## src/rtl/time_set_keeper.sv

```systemverilog
// 24-hour BCD time-of-day keeper with debounced MODE/INC buttons for field editing.
// Optional field blinking is compiled in with `define TIME_BLINK_EN.
module time_set_keeper #(
  parameter int unsigned CLK_FREQ   = 50_000_000,
  parameter int unsigned DEB_CYCLES = 1_000_000,
  parameter int unsigned BLINK_HALF = 12_500_000
) (
  input  logic       clk,
  input  logic       rst,
  input  logic       key_mode,
  input  logic       key_inc,
  output logic [7:0] hours,
  output logic [7:0] minutes,
  output logic [7:0] seconds,
  output logic [2:0] edit_sel,
  output logic [2:0] blank,
  output logic       sec_tick
);

  localparam int unsigned PW = (CLK_FREQ > 1) ? $clog2(CLK_FREQ) : 1;
  localparam int unsigned DW = (DEB_CYCLES > 1) ? $clog2(DEB_CYCLES) : 1;
  localparam logic [PW-1:0] PrescMax = PW'(CLK_FREQ - 1);
  localparam logic [DW-1:0] DebMax   = DW'(DEB_CYCLES - 1);

  typedef enum logic [1:0] {StRun, StSetHour, StSetMin, StSetSec} state_e;

  function automatic logic [7:0] bcd_inc(input logic [7:0] v, input logic [7:0] max_v);
    if (v == max_v) begin
      return 8'h00;
    end else if (v[3:0] == 4'd9) begin
      return {v[7:4] + 4'd1, 4'd0};
    end else begin
      return {v[7:4], v[3:0] + 4'd1};
    end
  endfunction

  // Key path: index 0 = MODE, index 1 = INC.
  logic [1:0]         key_raw;
  logic [1:0]         sync1_q, sync2_q;
  logic [1:0]         stable_q, stable_d;
  logic [1:0][DW-1:0] deb_cnt_q, deb_cnt_d;
  logic [1:0]         press;
  logic               mode_ev, inc_ev;

  assign key_raw = {key_inc, key_mode};

  always_comb begin
    stable_d  = stable_q;
    deb_cnt_d = deb_cnt_q;
    press     = 2'b00;
    for (int k = 0; k < 2; k++) begin
      if (sync2_q[k] == stable_q[k]) begin
        deb_cnt_d[k] = '0;
      end else if (deb_cnt_q[k] == DebMax) begin
        deb_cnt_d[k] = '0;
        stable_d[k]  = sync2_q[k];
        press[k]     = ~sync2_q[k];
      end else begin
        deb_cnt_d[k] = deb_cnt_q[k] + DW'(1);
      end
    end
  end

  assign mode_ev = press[0];
  assign inc_ev  = press[1];

  // Time keeping and edit FSM
  state_e        state_q, state_d;
  logic [PW-1:0] presc_q, presc_d;
  logic [7:0]    hour_q, hour_d, min_q, min_d, sec_q, sec_d;
  logic [2:0]    edit_sel_q, edit_sel_d;
  logic          tick_q, tick_d;

  always_comb begin
    state_d = state_q;
    presc_d = presc_q;
    hour_d  = hour_q;
    min_d   = min_q;
    sec_d   = sec_q;
    tick_d  = 1'b0;

    if (state_q == StRun) begin
      if (presc_q == PrescMax) begin
        presc_d = '0;
        tick_d  = 1'b1;
        sec_d   = bcd_inc(sec_q, 8'h59);
        if (sec_q == 8'h59) begin
          min_d = bcd_inc(min_q, 8'h59);
          if (min_q == 8'h59) begin
            hour_d = bcd_inc(hour_q, 8'h23);
          end
        end
      end else begin
        presc_d = presc_q + PW'(1);
      end
    end else begin
      presc_d = '0;
    end

    // MODE beats a coincident INC; the RUN time advance above still applies.
    if (mode_ev) begin
      unique case (state_q)
        StRun:     state_d = StSetHour;
        StSetHour: state_d = StSetMin;
        StSetMin:  state_d = StSetSec;
        StSetSec:  state_d = StRun;
      endcase
    end else if (inc_ev) begin
      unique case (state_q)
        StRun:     ;
        StSetHour: hour_d = bcd_inc(hour_q, 8'h23);
        StSetMin:  min_d  = bcd_inc(min_q, 8'h59);
        StSetSec:  sec_d  = bcd_inc(sec_q, 8'h59);
      endcase
    end

    unique case (state_d)
      StRun:     edit_sel_d = 3'b000;
      StSetHour: edit_sel_d = 3'b100;
      StSetMin:  edit_sel_d = 3'b010;
      StSetSec:  edit_sel_d = 3'b001;
    endcase
  end

  always_ff @(posedge clk) begin
    if (rst) begin
      sync1_q    <= 2'b11;
      sync2_q    <= 2'b11;
      stable_q   <= 2'b11;
      deb_cnt_q  <= '0;
      state_q    <= StRun;
      presc_q    <= '0;
      hour_q     <= 8'h00;
      min_q      <= 8'h00;
      sec_q      <= 8'h00;
      edit_sel_q <= 3'b000;
      tick_q     <= 1'b0;
    end else begin
      sync1_q    <= key_raw;
      sync2_q    <= sync1_q;
      stable_q   <= stable_d;
      deb_cnt_q  <= deb_cnt_d;
      state_q    <= state_d;
      presc_q    <= presc_d;
      hour_q     <= hour_d;
      min_q      <= min_d;
      sec_q      <= sec_d;
      edit_sel_q <= edit_sel_d;
      tick_q     <= tick_d;
    end
  end

`ifdef TIME_BLINK_EN
  localparam int unsigned BW = (BLINK_HALF > 1) ? $clog2(BLINK_HALF) : 1;
  localparam logic [BW-1:0] BlinkMax = BW'(BLINK_HALF - 1);

  logic [BW-1:0] blink_cnt_q, blink_cnt_d;
  logic          phase_q, phase_d;

  // Restart on INC so a freshly edited field is shown immediately.
  always_comb begin
    blink_cnt_d = blink_cnt_q;
    phase_d     = phase_q;
    if ((state_q == StRun) || (state_d == StRun) || inc_ev) begin
      blink_cnt_d = '0;
      phase_d     = 1'b0;
    end else if (blink_cnt_q == BlinkMax) begin
      blink_cnt_d = '0;
      phase_d     = ~phase_q;
    end else begin
      blink_cnt_d = blink_cnt_q + BW'(1);
    end
  end

  always_ff @(posedge clk) begin
    if (rst) begin
      blink_cnt_q <= '0;
      phase_q     <= 1'b0;
    end else begin
      blink_cnt_q <= blink_cnt_d;
      phase_q     <= phase_d;
    end
  end

  assign blank = phase_q ? edit_sel_q : 3'b000;
`else
  logic unused_blink_half;
  assign unused_blink_half = ^BLINK_HALF;
  assign blank = 3'b000;
`endif

  assign hours    = hour_q;
  assign minutes  = min_q;
  assign seconds  = sec_q;
  assign edit_sel = edit_sel_q;
  assign sec_tick = tick_q;

endmodule

```

## config.mk

```make
export PLATFORM = sky130hd
export DESIGN_NAME = time_set_keeper
export DESIGN_NICKNAME = d
export VERILOG_FILES = /design/src/rtl/time_set_keeper.sv
export SDC_FILE = /design/constraint.sdc
export NUM_CORES = 1
export LEC_CHECK = 0
export ABC_AREA = 1
export BUFFER_PORTS_ARGS = -buffer_cell sky130_fd_sc_hd__buf_4
export CAP_MARGIN = 20
export CORE_MARGIN = 10
export CORE_UTILIZATION = 45
export DETAILED_ROUTE_END_ITERATION = 8
export SLEW_MARGIN = 20
export SYNTH_ARGS = -nofsm -noshare
export SYNTH_HDL_FRONTEND = slang
export SYNTH_SLANG_ARGS = --single-unit
export TNS_END_PERCENT = 5
```

## constraint.sdc

```tcl
create_clock -name clk -period 1.6 [get_ports clk]
set_input_delay 0.16 -clock clk [delete_from_list [all_inputs] [get_ports clk]]
set_output_delay 0.16 -clock clk [all_outputs]
set_load 0.05 [all_outputs]
```

# ---- After elaboration in Yosys (flattened, before gate mapping)
# Cells that the tools add are included.
dict set report word_totals {
  register_bits 102
  output_inout_bits 31
  in_bits 4
}
dict set report classes {
  muxes 32
  reduce_logical 8
  bitwise_logic 5
  addsub 9
  eq_ne 17
}
# op n
set op_table {}
lappend op_table {{$mux 8} 24}
lappend op_table {{$add 20x1->20 const B} 2}
lappend op_table {{$eq 20x20->1 const B} 2}
lappend op_table {{$add 26x1->26 const B} 1}
lappend op_table {{$eq 26x26->1 const B} 1}
lappend op_table {{$add 4x1->4 const B} 6}
lappend op_table {{$eq 8x7->1 const B} 2}
lappend op_table {{$eq 4x4->1 const B} 3}
lappend op_table {{$pmux 3 s4} 1}
lappend op_table {{$reduce_or 3->1} 3}
lappend op_table {{$eq 2x2->1 const B} 4}
lappend op_table {{$eq 8x6->1 const B} 1}
lappend op_table {{$pmux 2 s4} 1}
lappend op_table {{$mux 1} 5}
lappend op_table {{$not 1->1} 5}
lappend op_table {{$eq 2x1->1 const B} 2}
lappend op_table {{$logic_not 2->1} 2}
lappend op_table {{$reduce_and 2->1} 2}
lappend op_table {{$eq 1x1->1} 2}
lappend op_table {{$mux 2} 1}
lappend op_table {{$reduce_or 2->1} 1}

# ---- Longest topological paths before layout
dict set report depth {
  word_depth 10
  depth_mapped 13
}

# ---- Worst setup path after synthesis
# OpenSTA, ideal clock, no wires.
dict set report synth_path {
  kind {register to register}
  startpoint {register sec_q[0] (netlist: seconds[0])}
  endpoint {register hour_q[3] (netlist: hours[3])}
  arrival_ps 1932
  required_time_ps 1487
  path_stages_with_launch 11
  synth_period_minus_slack_ps 2045
  slack_ps -445
  path_cell_list {dfxtp_1 > ha_1 > nand2_1 > nor2_4 > inv_1 > nor2_4 > nand4_2 > nand2_2 > inv_2 > nor2_1 > nor2_1}
}
dict set report synth_via {
  elab_chain_cells 7
}
# item line_no
set synth_lines {}
lappend synth_lines {{start, declared} 70} ;# logic [7:0] hour_q, hour_d, min_q, min_d, sec_q, sec_d;
lappend synth_lines {{start signal, assigned} 135} ;# sec_q <= 8'h00;
lappend synth_lines {{start signal, assigned} 147} ;# sec_q <= sec_d;
lappend synth_lines {{$eq 8x7->1 (*)} 87} ;# if (sec_q == 8'h59) begin
lappend synth_lines {{$mux 8 (*)} 87}
lappend synth_lines {{$mux 8 (*)} 83} ;# if (presc_q == PrescMax) begin
lappend synth_lines {{$mux 8 (*)} 82} ;# if (state_q == StRun) begin
lappend synth_lines {{$mux 8} 109} ;# unique case (state_q)
lappend synth_lines {{$mux 8} 108} ;# end else if (inc_ev) begin
lappend synth_lines {{$mux 8 (*)} 101} ;# if (mode_ev) begin
lappend synth_lines {{end signal, assigned} 145} ;# hour_q <= hour_d;
lappend synth_lines {{end, declared} 70}
# Every way passes the cells marked *; elsewhere a longest branch is shown, timed or not.
# A chain may end at the register's enable or synchronous reset.

# ---- Worst setup path after layout
dict set report layout_path {
  startpoint {register deb_cnt_q[20] (netlist name)}
  endpoint {register sec_q[4] (netlist: seconds[4])}
}
dict set report layout_via {
  elab_chain_cells 5
}
# item line_no
set layout_lines {}
lappend layout_lines {{start, declared} 41} ;# logic [1:0][DW-1:0] deb_cnt_q, deb_cnt_d;
lappend layout_lines {{start signal, assigned} 142} ;# deb_cnt_q <= deb_cnt_d;
lappend layout_lines {{$eq 20x20->1} 54} ;# end else if (deb_cnt_q[k] == DebMax) begin
lappend layout_lines {{$mux 1} 54}
lappend layout_lines {{$mux 1} 52} ;# if (sync2_q[k] == stable_q[k]) begin
lappend layout_lines {{$mux 8} 108}
lappend layout_lines {{$mux 8} 101}
# Every way passes these cells.

==> results.sh <==
export IMPL_worstPathCellList="ha_4 -> nand3_4 -> nor3_4 -> nand3_2 -> nor2_4 -> nand3_4 -> nand2_8 -> inv_2 -> nor2_2 -> nor2_1"
export IMPL_worst_path_max_fanout=7
export IMPL_critical_path_max_stage_delay_ns=0.35
export IMPL_status="finished with violations"
export IMPL_critical_path_top_delay_family="simple AND/OR/NAND/NOR gates"
export IMPL_critPathRequiredTime_ns=1.84
export IMPL_final_nets=956
export IMPL_slowest_stage="dfxtp_2"
export IMPL_worstPathBufferInverterCount=1
export IMPL_fin_crit_ns=1.66
export IMPL_p_per_area_nw_per_um2=636
export IMPL_core_area_um2=12100
export IMPL_clk_pin_slew_ns=0.06
export IMPL_wire_per_inst_um=12.0
export IMPL_ios=35
export IMPL_dpl_hpwl_um=9820
export IMPL_viasPerCell=4.80
export IMPL_die_area_um2=17200
export IMPL_worst_endpoint_arrival_ns=1.90
export IMPL_gp_congestion=0.878
export IMPL_holdWs_ns=0.0950
export IMPL_setup_violations=20
export IMPL_startpoint_type="flip-flop"
export IMPL_grt_pass1_vias=5085
export IMPL_synth_cell_types=41
export IMPL_fmax_mhz=602
export IMPL_htreeDepth=3
export IMPL_yosysWarnings=0
export IMPL_clock_latency_ns=0.35
export IMPL_clock_skew_ns=0.00734
export IMPL_hold_viol_final=0
export IMPL_die_w_um=131
export IMPL_clock_sinks=102
export IMPL_grt_start_max_net_pins=23
export IMPL_portBuffers=31
export IMPL_numCtsBuffers=9
export IMPL_die_h_um=131
export IMPL_finalCritPeriodShare=1.04
export IMPL_tritoncts="built"
export IMPL_grt_ovfl_total=0
export IMPL_syn2layout_area_growth_pct=33.4
export IMPL_vias=5304
export IMPL_max_cap_viol_count=0
export IMPL_drt_iter0_drc=293
export IMPL_setup_ws_ns=-0.0598
export IMPL_hold_path_class="in -> reg"
export IMPL_finalMaxSlewViolations=0
export IMPL_synth_seq_area_share=0.367
export IMPL_crit_top_cell="nand3_4"
export IMPL_grt_pass1_wl_um=22400
export IMPL_rsz0062_at_grt="yes"
export IMPL_start_util=0.462
export IMPL_antenna_found_initial=0
export IMPL_cts_root_buf="clkbuf_16"
export IMPL_dr_pass1_iters=4
export IMPL_syn_area_per_cell_um2=7.05
export IMPL_post_route_util=0.616
export IMPL_drive_gt1_frac=0.319
export IMPL_routed_wl_um=13200
export IMPL_crit_type="reg -> reg"
export IMPL_antenna_cells=0
export IMPL_vdd_drop_max_mv=0.603
export IMPL_postSynthCellCount=790
export IMPL_final_antenna_net_count=0
export IMPL_violations="setup timing"
export IMPL_globalRouteTotalUtil=0.151
export IMPL_ys_ff_latch=102
export IMPL_leakagePower_nw=2.99
export IMPL_drc=0
export IMPL_netlist_area_um2=5570
export IMPL_crit_path_end_kind="flip-flop"
export IMPL_num_rows=40
export IMPL_p_total_w=0.00473
export IMPL_cts_buffer_depth=2
export IMPL_pre_cts_slack_ns=-0.186
[per-layer routing]
layer | vias to the layer above | global-route usage | wire length, um
li1 | 2805 | - | -
met1 | 2425 | 0.178 | 6080
met2 | 59 | 0.261 | 6580
met3 | 15 | 0.0362 | 415
met4 | 0 | 0.0488 | 168
met5 | - | 0 | 0
[synthesized netlist by cell type, drive strengths merged]
cell,n,area share
o21a,1,0.0013
dfxtp,102,0.37
nand3,63,0.067
nor3,26,0.029
buf,11,0.016
conb,1,0.00067
xnor2,10,0.016
nor3b,7,0.0094
a31oi,1,0.0011
xor2,15,0.024
o211ai,3,0.0040
ha,20,0.045
nand3b,1,0.0013
clkbuf,3,0.0020
or2,19,0.021
a211oi,2,0.0027
inv,98,0.066
nand2,156,0.11
nand4,15,0.019
nor4,5,0.0067
a21oi,43,0.041
nor2,162,0.12
o21ai,26,0.025
[sequential cells by signal, summed over array words and instances, names as in the netlist]
signal	flops
deb_cnt_q	40
presc_q	26
hours	8
minutes	8
seconds	8
edit_sel	3
stable_q	2
state_q	2
sync1_q	2
sync2_q	2
sec_tick	1
[power breakdown]
part | internal [W] | switching [W]
sequential | 0.00255 | 0.0000111
combinational | 0.0000537 | 0.0000784
clock | 0.00109 | 0.000948
total | 0.00369 | 0.00104
[logic make-up after synthesis]
logic type	Yosys count	share of synthesized area
AND/OR/NAND/NOR	454	0.389
adder cells (fa/ha/maj)	20	0.0449
AO/OA/AOI/OAI	76	0.0753
flip-flops	102	0.367
other	1	0.000674
buffers and inverters	112	0.0843
XOR/XNOR	25	0.0393
[repair_timing]
action	4_1_cts	5_1_grt
endpoints found under the setup margin	65	76
buffers inserted	3	5
hold buffers	1	1
cloned	1	1
pin swaps	17	12
endpoints found under the hold margin	1	1
resized for setup	30	56
[cells in the final DEF (no fill, tap or decap), types with 3 or more instances in the layout]
cell type / netlist / routed
a21oi_1: 39 / 38
a21oi_2: 4 / 5
buf_4: 6 / 134
clkbuf_16: 0 / 9
clkinv_2: 0 / 3
conb_1: 1 / 3
dfxtp_1: 102 / 79
dfxtp_2: 0 / 20
dfxtp_4: 0 / 3
ha_1: 20 / 16
ha_4: 0 / 4
inv_1: 95 / 89
inv_2: 3 / 8
nand2_1: 145 / 138
nand2_2: 10 / 15
nand2_4: 1 / 4
nand3_1: 54 / 48
nand3_2: 7 / 7
nand3_4: 2 / 8
nand4_1: 13 / 13
nor2_1: 145 / 123
nor2_2: 10 / 24
nor2_4: 7 / 15
nor3_1: 22 / 20
nor3_2: 2 / 3
nor3_4: 2 / 3
nor3b_1: 7 / 6
nor4_2: 1 / 3
o211ai_1: 3 / 3
o21ai_0: 24 / 21
o21ai_1: 0 / 3
or2_2: 17 / 17
xnor2_1: 10 / 10
xor2_1: 15 / 15
[final cells by class]
class                           count  area (um2)
Multi-Input combinational cell    580        3400
Timing Repair Buffer              141        1100
Fill cell                        1116        4630
Inverter                           98         370
Clock buffer                       12         246
Sequential cell                   102        2080
Tap cell                          168         210
Clock inverter                      4        22.5
[through the flow]
step | area [um2] | cells | setup TNS [ns]
2_1_floorplan | 5640 | 792 | -0.620
3_3_place_gp | 6760 | 1077 | -2.08
3_5_place_dp | 6760 | 1077 | -4.92
4_1_cts | 7180 | 1098 | -1.04
5_1_grt | 7430 | 1105 | -5.30
6_report | 7430 | 1105 | -0.595
[worst paths after layout]
path / start / to / depth (start not counted) / slack [ns]
worst max-delay path: deb_cnt_q[20] / seconds[4] / 10 / -0.06
worst min-delay path: rst / seconds[5] / 2 / 0.09
worst max register to register: deb_cnt_q[20] / seconds[4] / 10 / -0.06
worst min register to register: sync1_q[1] / sync2_q[1] / 1 / 0.41
Power figures use the tool's default switching activity.
